### src/rtl/lsu.sv
// lsu: multi-cycle load/store unit placed after the ALU.
//
// Takes the ALU result as the effective address and rs2 as store data, runs one
// request/acknowledge transaction on the data-memory port and returns sign- or
// zero-extended load data. o_stall freezes the PC and regfile writeback until
// the access retires in RESP.
//
// Optional feature macro: LSU_TIMEOUT_EN adds a BUSY watchdog that ends the
// access with o_bus_err after TIMEOUT cycles without an ack. Without it BUSY
// waits indefinitely and o_bus_err is tied low.
//
// Ports:
//   i_clk, i_rst      clock, synchronous active-high reset
//   i_lsu_valid       load/store presented (sampled only in IDLE)
//   i_lsu_wren        1 = store, 0 = load
//   i_funct3          RV32I width/sign encoding
//   i_alu_data        effective address
//   i_rs2_data        store data
//   o_stall           combinational pipeline freeze
//   o_done            one-cycle completion pulse
//   o_ld_data         extended load data, valid with o_done
//   o_misaligned      misaligned or illegal funct3, valid with o_done
//   o_bus_err         watchdog timeout, valid with o_done
//   o_mem_*           memory request port, held stable while BUSY
//   i_mem_ack         memory accepted write / returned read
//   i_mem_rdata       read word, valid with i_mem_ack
module lsu #(
  parameter int unsigned WIDTH   = 32,
  parameter int unsigned TIMEOUT = 16
) (
  input  logic             i_clk,
  input  logic             i_rst,
  input  logic             i_lsu_valid,
  input  logic             i_lsu_wren,
  input  logic [2:0]       i_funct3,
  input  logic [WIDTH-1:0] i_alu_data,
  input  logic [WIDTH-1:0] i_rs2_data,
  output logic             o_stall,
  output logic             o_done,
  output logic [WIDTH-1:0] o_ld_data,
  output logic             o_misaligned,
  output logic             o_bus_err,
  output logic             o_mem_req,
  output logic             o_mem_we,
  output logic [WIDTH-1:0] o_mem_addr,
  output logic [WIDTH-1:0] o_mem_wdata,
  output logic [3:0]       o_mem_bmask,
  input  logic             i_mem_ack,
  input  logic [WIDTH-1:0] i_mem_rdata
);

  localparam logic [1:0] IDLE = 2'd0;
  localparam logic [1:0] BUSY = 2'd1;
  localparam logic [1:0] RESP = 2'd2;

  logic [1:0]       state_q, state_d;
  logic             wren_q;
  logic [2:0]       funct3_q;
  logic [WIDTH-1:0] addr_q;
  logic [WIDTH-1:0] wdata_q;
  logic [3:0]       bmask_q;
  logic             mis_q;
  logic [WIDTH-1:0] ld_q;

  logic             illegal;
  logic             misaligned;
  logic             req_err;
  logic [WIDTH-1:0] wdata_c;
  logic [3:0]       bmask_c;
  logic [WIDTH-1:0] rd_shift;
  logic [7:0]       ld_byte;
  logic [15:0]      ld_half;
  logic [WIDTH-1:0] ld_ext;
  logic             timeout;

  // Decode of the request presented in IDLE.
  always_comb begin
    if (i_lsu_wren) begin
      illegal = (i_funct3 > 3'd2);
    end else begin
      illegal = (i_funct3 == 3'b011) || (i_funct3[2:1] == 2'b11);
    end

    case (i_funct3[1:0])
      2'b01:   misaligned = i_alu_data[0];
      2'b10:   misaligned = |i_alu_data[1:0];
      default: misaligned = 1'b0;
    endcase
    req_err = illegal | misaligned;

    // Loads read the whole word; extraction happens on the returned data.
    wdata_c = '0;
    bmask_c = 4'b1111;
    if (i_lsu_wren) begin
      case (i_funct3[1:0])
        2'b00: begin
          wdata_c = {4{i_rs2_data[7:0]}};
          bmask_c = 4'b0001 << i_alu_data[1:0];
        end
        2'b01: begin
          wdata_c = {2{i_rs2_data[15:0]}};
          bmask_c = i_alu_data[1] ? 4'b1100 : 4'b0011;
        end
        default: begin
          wdata_c = i_rs2_data;
          bmask_c = 4'b1111;
        end
      endcase
    end
  end

  // Lane extraction and extension of the returned read word.
  always_comb begin
    rd_shift = i_mem_rdata >> {addr_q[1:0], 3'b000};
    ld_byte  = rd_shift[7:0];
    ld_half  = addr_q[1] ? i_mem_rdata[31:16] : i_mem_rdata[15:0];
    case (funct3_q)
      3'b000:  ld_ext = {{24{ld_byte[7]}}, ld_byte};
      3'b001:  ld_ext = {{16{ld_half[15]}}, ld_half};
      3'b100:  ld_ext = {24'b0, ld_byte};
      3'b101:  ld_ext = {16'b0, ld_half};
      default: ld_ext = i_mem_rdata;
    endcase
  end

`ifdef LSU_TIMEOUT_EN
  logic [4:0] cnt_q;
  logic       bus_err_q;

  // An ack in the limit cycle takes priority over the timeout.
  assign timeout = (state_q == BUSY) && !i_mem_ack && (cnt_q == 5'(TIMEOUT - 1));

  always_ff @(posedge i_clk) begin
    if (i_rst) begin
      cnt_q     <= '0;
      bus_err_q <= 1'b0;
    end else if (state_q == IDLE) begin
      cnt_q     <= '0;
      bus_err_q <= 1'b0;
    end else if (state_q == BUSY && !i_mem_ack) begin
      cnt_q <= cnt_q + 5'd1;
      if (timeout) begin
        bus_err_q <= 1'b1;
      end
    end
  end

  assign o_bus_err = (state_q == RESP) && bus_err_q;
`else
  logic unused_timeout;

  assign timeout        = 1'b0;
  assign unused_timeout = ^TIMEOUT;
  assign o_bus_err      = 1'b0;
`endif

  always_comb begin
    state_d = state_q;
    case (state_q)
      IDLE:    if (i_lsu_valid) state_d = req_err ? RESP : BUSY;
      BUSY:    if (i_mem_ack || timeout) state_d = RESP;
      RESP:    state_d = IDLE;
      default: state_d = IDLE;
    endcase
  end

  always_ff @(posedge i_clk) begin
    if (i_rst) begin
      state_q  <= IDLE;
      wren_q   <= 1'b0;
      funct3_q <= '0;
      addr_q   <= '0;
      wdata_q  <= '0;
      bmask_q  <= '0;
      mis_q    <= 1'b0;
      ld_q     <= '0;
    end else begin
      state_q <= state_d;
      if (state_q == IDLE && i_lsu_valid) begin
        wren_q   <= i_lsu_wren;
        funct3_q <= i_funct3;
        addr_q   <= i_alu_data;
        wdata_q  <= wdata_c;
        bmask_q  <= bmask_c;
        mis_q    <= req_err;
        ld_q     <= '0;  // stays zero for errors, stores and timeouts
      end
      if (state_q == BUSY && i_mem_ack) begin
        ld_q <= wren_q ? '0 : ld_ext;
      end
    end
  end

  // Memory outputs are only driven during BUSY so they read zero otherwise.
  assign o_mem_req    = (state_q == BUSY);
  assign o_mem_we     = o_mem_req && wren_q;
  assign o_mem_addr   = o_mem_req ? {addr_q[WIDTH-1:2], 2'b00} : '0;
  assign o_mem_wdata  = o_mem_req ? wdata_q : '0;
  assign o_mem_bmask  = o_mem_req ? bmask_q : 4'b0000;

  assign o_stall      = ((state_q == IDLE) && i_lsu_valid) || (state_q == BUSY);
  assign o_done       = (state_q == RESP);
  assign o_misaligned = o_done && mis_q;
  assign o_ld_data    = o_done ? ld_q : '0;

endmodule

### config.mk
export PLATFORM = sky130hd
export DESIGN_NAME = lsu
export DESIGN_NICKNAME = d
export VERILOG_FILES = /design/src/rtl/lsu.sv
export SDC_FILE = /design/constraint.sdc
export NUM_CORES = 1
export LEC_CHECK = 0
export ABC_AREA = 1
export ABC_CLOCK_PERIOD_IN_PS = 2500
export CORE_UTILIZATION = 57
export DETAILED_ROUTE_END_ITERATION = 6
export DONT_BUFFER_PORTS = 1
export PLACE_DENSITY = 0.71
export SETUP_SLACK_MARGIN = 0.3
export SLEW_MARGIN = 20
export SYNTH_ARGS = -nofsm -noshare
export SYNTH_HDL_FRONTEND = slang
export SYNTH_SLANG_ARGS = --single-unit
### constraint.sdc
create_clock -name i_clk -period 2.5 [get_ports i_clk]
set_clock_uncertainty 0.05 [all_clocks]
set_input_delay 0.25 -clock i_clk [delete_from_list [all_inputs] [get_ports i_clk]]
set_output_delay 0.25 -clock i_clk [all_outputs]
set_load 0.1 [all_outputs]
==> results of run 1 <==
## stage by stage
stage / power [mW] / TNS (ns)
after detailed placement: 2.863 / 0
final: 4.004 / 0
after global routing: 4.184 / 0
after global placement: 2.828 / 0
after CTS: 3.991 / 0
after floorplan: 2.690 / -0.2150
## power by group through the flow
stage | logic (mW) | clock network (mW) | registers, mW
2_1_floorplan | 0.807 | 0 | 1.88
3_3_place_gp | 0.934 | 0 | 1.89
3_5_place_dp | 0.963 | 0 | 1.90
4_1_cts | 1.00 | 1.13 | 1.86
5_1_grt | 1.10 | 1.21 | 1.87
6_report | 1.02 | 1.12 | 1.86
## how the worst max path moves through the flow
stage                endpoint        start  cells past startpoint
2_1_floorplan  o_mem_bmask[0]   state_q[0]                      4
3_3_place_gp      wdata_q[30]  i_funct3[1]                      7
3_5_place_dp          ld_q[4]   state_q[0]                      6
4_1_cts               o_stall   state_q[1]                      5
5_1_grt         o_ld_data[31]   state_q[1]                      6
6_report        o_ld_data[31]   state_q[1]                      6
## layer usage
metal / share of wire (%) / wire [um] / up-vias
li1: - / - / 2891
met1: 38 / 6358 / 2741
met2: 51 / 8523 / 240
met3: 9.0 / 1520 / 37
met4: 2.5 / 429 / 0
met5: 0 / 0 / -
## cell usage in the layout (no fill, tap or decap), types with 3 or more instances in the layout
master,netlist,routed
nand2_1,165,164
inv_1,121,120
dfxtp_1,107,106
a21oi_1,102,102
buf_4,3,73
nor2_1,172,71
nor2_2,0,70
o21ai_0,44,44
o211ai_1,35,35
buf_12,0,35
nor2_4,2,33
nand3_1,21,21
nand2_2,15,14
a21oi_2,12,12
dlygate4sd3_1,0,10
clkbuf_8,0,9
inv_2,6,7
buf_6,0,5
a221oi_1,4,4
ha_1,4,4
conb_1,1,3
## critical path: cells and delay by family, from the launching register on
family | cells | cell delay (ns)
buf+inv | 4 | 1.02
flops | 1 | 0.33
simple gates | 2 | 0.15
## what timing repair did
item / 4_1_cts / 5_1_grt
hold endpoints to repair: 70 / 1
setup endpoints to repair: 34 / 63
hold buffers: 10 / 1
resized for setup: 2 / 6
## flip-flops by register name, summed over array words and instances (netlist names)
register  count
state_q       2
mis_q         1
funct3_q      3
bmask_q       4
ld_q         32
addr_q       32
wdata_q      32
wren_q        1
## cell type report
class / instances / area (sq um) / area share, %
clock buffers: 9 / 123.9 / 1.628
clock inverters: 6 / 82.58 / 1.085
inverters: 128 / 480.5 / 6.314
multi-input cells: 586 / 3186 / 41.86
flip-flops and latches: 107 / 2143 / 28.17
well taps: 129 / 161.4 / 2.121
repair buffers: 124 / 1433 / 18.83
## cells by family after synthesis
| logic type | count (synthesis) | share of synthesized area, % |
|---|---|---|
| other cells | 1 | 0.06663 |
| simple gates | 380 | 27.32 |
| compound gates | 199 | 20.43 |
| fa+ha+maj | 4 | 0.8893 |
| buf+inv | 186 | 13.23 |
| flops | 107 | 38.06 |
## synthesized netlist by cell type
cell / n / area, sq um
nor2_1: 172 / 645.6
nand2_1: 165 / 619.3
inv_1: 121 / 454.2
dfxtp_1: 107 / 2142
a21oi_1: 102 / 510.5
o21ai_0: 44 / 220.2
o211ai_1: 35 / 262.8
clkbuf_1: 30 / 112.6
nand3_1: 21 / 105.1
buf_2: 19 / 95.09
nand2_2: 15 / 93.84
a21oi_2: 12 / 105.1
inv_2: 6 / 22.52
buf_1: 5 / 18.77
a221oi_1: 4 / 35.03
ha_1: 4 / 50.05
buf_4: 3 / 22.52
nor2_4: 2 / 22.52
buf_8: 1 / 15.01
clkinv_1: 1 / 3.750
conb_1: 1 / 3.750
nand2_4: 1 / 11.26
nand3_2: 1 / 10.01
nand3_4: 1 / 17.52
nand4_1: 1 / 6.260
o2111ai_1: 1 / 8.760
o21a_1: 1 / 7.510
or2_2: 1 / 6.260
==> results.sh, run 1 <==
export IMPL_register_clock_pin_slew_on_the_reported_worst_setup_and_hold_paths_ns=0.11
export IMPL_report_final_hold_viol_count=0
export IMPL_core_area_sq_um=9415
export IMPL_regToRegEndpoint="wdata_q[15]"
export IMPL_globalRouteMet2Util_pct=57.72
export IMPL_netlist_cell_type_count=28
export IMPL_setup_reg_to_reg_worst_slack_ns=0.58
export IMPL_required_ns=2.20
export IMPL_cpPeakStageDelay_ns=0.36
export IMPL_dp_cells=1063
export IMPL_place_worst_setup_slack_ns=0.4261
export IMPL_max_slew_worst_pin_slew_ns=0.8577
export IMPL_postSynthRegisterBits=107
export IMPL_critical_path_arrival_ns=1.89
export IMPL_setup_violations=0
export IMPL_vias=5909
export IMPL_critical_path_startpoint_type="register"
export IMPL_final_core_util_pct=80.82
export IMPL_worstReg2RegStart="state_q[0]"
export IMPL_cts_root_buf="clkbuf_8"
export IMPL_std_cell_rows=35
export IMPL_top_level_ports=210
export IMPL_fillerInstances=652
export IMPL_finalWorstPathRequiredPeriod_ns=2.188
export IMPL_combinational_cell_fraction_of_total_power_pct=25.5
export IMPL_drt_pass1_iter_count=6
export IMPL_drive_above_1_share_pct=28.33
export IMPL_grt_max_degree=70
export IMPL_wl_per_cell_um=15.46
export IMPL_cell_internal_pwr_mw=2.551
export IMPL_remaining_design_rule_violation_count=0
export IMPL_die_area_sq_um=10270
export IMPL_avgViaCountPerCell=5.426
export IMPL_cts_num_sinks=107
export IMPL_cap_viol_max_count=0
export IMPL_place_congestion=0.9111
export IMPL_crit_path_end_kind="primary output"
export IMPL_globalRouteTotalUtil_pct=33.08
export IMPL_cts_setup_buffers=0
export IMPL_crit_top_cell="buf_12"
export IMPL_power_sequential_fraction_pct=46.6
export IMPL_syn_avg_cell_area_sq_um=6.417
export IMPL_yosysWarningCount=0
export IMPL_crit_path_top_delay_cell="inv_2"
export IMPL_clock_power_share_pct=28.0
export IMPL_min_path_cells=2
export IMPL_slew_violations=0
export IMPL_finalWirelength_um=16830
export IMPL_final_area_sq_um=7610
export IMPL_io_buffer_count=0
export IMPL_power_density_over_cell_area_nw_per_um2=526.1
export IMPL_worst_min_delay_path_startpoint="i_alu_data[23]"
export IMPL_timing_worst_setup_path_type="register to primary output"
export IMPL_detail_route_antenna_nets=0
export IMPL_start_util_pct=59.77
export IMPL_met1_demand_to_capacity_share_in_global_routing_pct=37.77
export IMPL_path_cells="inv_1 -> nor2_4 -> inv_2 -> buf_12 -> nor2_2 -> buf_12"
export IMPL_detailed_place_area_sq_um=7239
export IMPL_timing_final_crit_share_pct=87.51
export IMPL_power_ir_vdd_worst_mv=0.4864
export IMPL_min_to="addr_q[23]"
export IMPL_netSwitchingPower_mw=1.453
export IMPL_crit_path_max_fanout=15
export IMPL_grt_first_pass_wirelength_um=26650
export IMPL_detailedPlacementHpwl_um=11910
export IMPL_die_x_um=101.4
export IMPL_htree_levels=3
export IMPL_leakagePower_nw=2.870
export IMPL_syn_inst=877
export IMPL_fmaxAchievable_mhz=457.1
export IMPL_areaGrowthSynthToFinish_pct=35.22
export IMPL_gr_max_usage_layer="met2"
export IMPL_status="finished clean"
export IMPL_drt_initial_drc_count=312
export IMPL_fin_nets=1064
export IMPL_antenna_cells=0
export IMPL_count_of_non_filler_cells_in_the_finished_layout=1089
export IMPL_hold_slack_ns=0.01375
export IMPL_reg2regPathDepth=6
export IMPL_cts_tree="done"
export IMPL_numCtsBuffers=9
export IMPL_unrepaired_setup_endpoints_after_global_routing="true"
export IMPL_groute_layer_met3_usage_pct=12.08
export IMPL_synth_cell_area_sq_um=5628
export IMPL_min_delay_path_class="input port to register"
export IMPL_netSwitchingFraction_pct=36.28
export IMPL_first_global_vias=5533
export IMPL_antenna_found_initial=0
export IMPL_worst_slew_margin_rel_pct=42.75
export IMPL_clock_insertion_delay_worst_skew_ns=0.38
export IMPL_yosysSeqAreaShare_pct=38.06
export IMPL_setup_ws_ns=0.3122
export IMPL_cts_max_path_buffers=2
export IMPL_chipHeight_um=101.4
export IMPL_grt_overflow_total=0
Note: power is estimated with default switching activity, not from simulation.
==> run 2: changes to the inputs <==
--- a/config.mk
+++ b/config.mk
@@ -10,7 +10,7 @@
 export CORE_UTILIZATION = 57
 export DETAILED_ROUTE_END_ITERATION = 6
 export DONT_BUFFER_PORTS = 1
-export PLACE_DENSITY = 0.71
+export PLACE_DENSITY = 0.81
 export SETUP_SLACK_MARGIN = 0.3
 export SLEW_MARGIN = 20
 export SYNTH_ARGS = -nofsm -noshare
==> results.sh, run 2 (synthesis results as in run 1) <==
export IMPL_multiInputGateArea_sq_um=3178
export IMPL_fin_nets=1060
export IMPL_sequential_cell_area_sq_um=2143
export IMPL_grt_overflow_total=0
export IMPL_die_area_sq_um=10270
export IMPL_fin_setup_tns_ns=0
export IMPL_cap_viol_max_count=0
export IMPL_vias=5950
export IMPL_place_worst_setup_slack_ns=0.5197
export IMPL_cts_max_path_buffers=2
export IMPL_max_slew_worst_pin_slew_ns=0.9092
export IMPL_report_power_total_mw=3.891
export IMPL_avgViaCountPerCell=5.479
export IMPL_first_global_vias=5614
export IMPL_cts_setup_buffers=0
export IMPL_clock_insertion_delay_worst_skew_ns=0.37
export IMPL_crit_path_end_kind="primary output"
export IMPL_power_density_over_cell_area_nw_per_um2=513.6
export IMPL_top_level_ports=210
export IMPL_finalWirelength_um=17070
export IMPL_drive_above_1_share_pct=28.32
export IMPL_cpPeakStageDelay_ns=0.33
export IMPL_register_clock_pin_slew_on_the_reported_worst_setup_and_hold_paths_ns=0.10
export IMPL_detail_route_antenna_nets=0
export IMPL_required_ns=2.20
export IMPL_core_area_sq_um=9415
export IMPL_critical_path_arrival_ns=1.87
export IMPL_timing_final_crit_share_pct=86.84
export IMPL_unrepaired_setup_endpoints_after_global_routing="false"
export IMPL_cts_num_sinks=107
export IMPL_antenna_cells=0
export IMPL_fmaxAchievable_mhz=460.6
export IMPL_chipHeight_um=101.4
export IMPL_leakagePower_nw=2.848
export IMPL_grt_first_pass_wirelength_um=26450
export IMPL_crit_path_top_delay_cell="dfxtp_1"
export IMPL_crit_buf_inv=3
export IMPL_place_congestion=0.8842
export IMPL_globalRouteTotalUtil_pct=32.96
export IMPL_numCtsBuffers=9
export IMPL_fillerInstances=619
export IMPL_most_frequent_cells_in_the_layout="nand2_1, inv_1, dfxtp_1"
export IMPL_detailedPlacementHpwl_um=12050
export IMPL_die_x_um=101.4
export IMPL_wl_per_cell_um=15.72
export IMPL_power_ir_vdd_worst_mv=0.3729
export IMPL_crit_path_max_fanout=46
export IMPL_worst_slew_margin_rel_pct=39.32
export IMPL_setup_ws_ns=0.3290
export IMPL_drt_initial_drc_count=294
export IMPL_antenna_found_initial=0
export IMPL_timing_worst_setup_path_type="register to primary output"
export IMPL_hold_slack_ns=0.02048
export IMPL_min_delay_path_class="input port to register"
export IMPL_layout_cells_most_common="nand2_1"
export IMPL_path_delay_family="buffers and inverters"
export IMPL_grt_max_degree=70
export IMPL_drt_pass1_iter_count=5
export IMPL_largestRegisters="addr_q x32, ld_q x32, wdata_q x32"
export IMPL_io_buffer_count=0
export IMPL_critical_path_startpoint_type="register"
export IMPL_start_util_pct=59.77
export IMPL_finalWorstPathRequiredPeriod_ns=2.171
export IMPL_cts_tree="done"
export IMPL_status="finished clean"
export IMPL_htree_levels=3
export IMPL_path_cells="inv_1 -> nand2_8 -> buf_12 -> nor2_2 -> buf_4"
export IMPL_slew_violations=0
export IMPL_remaining_design_rule_violation_count=0
export IMPL_std_cell_rows=35
export IMPL_cts_root_buf="clkbuf_8"
export IMPL_report_final_hold_viol_count=0
export IMPL_setup_violations=0
export IMPL_final_core_util_pct=80.47
export IMPL_areaGrowthSynthToFinish_pct=34.62
run 2: cell types whose count changed in the layout (fill, tap and decap cells not counted), sizes merged:
cell / change
buf: -2
bufinv: -1
clkinv: +2
dlygate4sd3: -2
run 2: worst reg2reg max path, delay by kind of cell (launching register included):
family,cells,cell delay [ns]
and+or+nand+nor,4,0.70
DFF,1,0.45
buffers and inverters,1,0.41
AOI/OAI and AO/OA,1,0.17
run 2: power by group:
| group | total (mW) | leakage, nW | switching, mW | internal (mW) |
|---|---|---|---|---|
| clock network | 1.02 | 0.0936 | 0.641 | 0.382 |
| logic | 1.00 | 1.88 | 0.749 | 0.253 |
| registers | 1.87 | 0.876 | 0.0559 | 1.81 |
| total | 3.89 | 2.85 | 1.45 | 2.45 |
run 2: layer usage:
layer	track usage [%]	part of all wire, %	routed length [um]	vias to the layer above
li1	-	-	-	2886
met1	37.20	37	6344	2721
met2	58.50	50	8535	278
met3	7.937	8.7	1492	65
met4	15.61	4.1	695	0
met5	0	0	0	-
run 2: stage by stage:
stage,instances,instance area [sq um]
finish,1086,7576
floorplan,879,5982
detailed placement,1061,7224
global route,1086,7576
global placement,1061,7224
CTS,1086,7526
run 2: worst paths after layout:
check / startpoint / to / slack (ns) / cells past startpoint
setup reg to reg: state_q[0] / ld_q[28] / 0.66 / 6
hold reg to reg: ld_q[7] / ld_q[7] / 0.42 / 2
setup / recovery: state_q[1] / o_mem_addr[11] / 0.33 / 5
hold / removal: i_mem_ack / state_q[0] / 0.02 / 2
run 2: final cells by class:
type / instances / area share [%]
Clock buffer: 9 / 1.635
Clock inverter: 7 / 0.8092
Inverter: 128 / 6.342
Multi-Input combinational cell: 586 / 41.95
Sequential cell: 107 / 28.29
Tap cell: 129 / 2.130
Timing Repair Buffer: 120 / 18.84
run 2: timing repair:
item                                   4_1_cts  5_1_grt
pin swaps                                    0        0
cloned                                       0        0
endpoints found under the hold margin       69        0
gates resized for setup                      1       14
hold buffers                                 9        0
setup endpoints to repair                   12       45
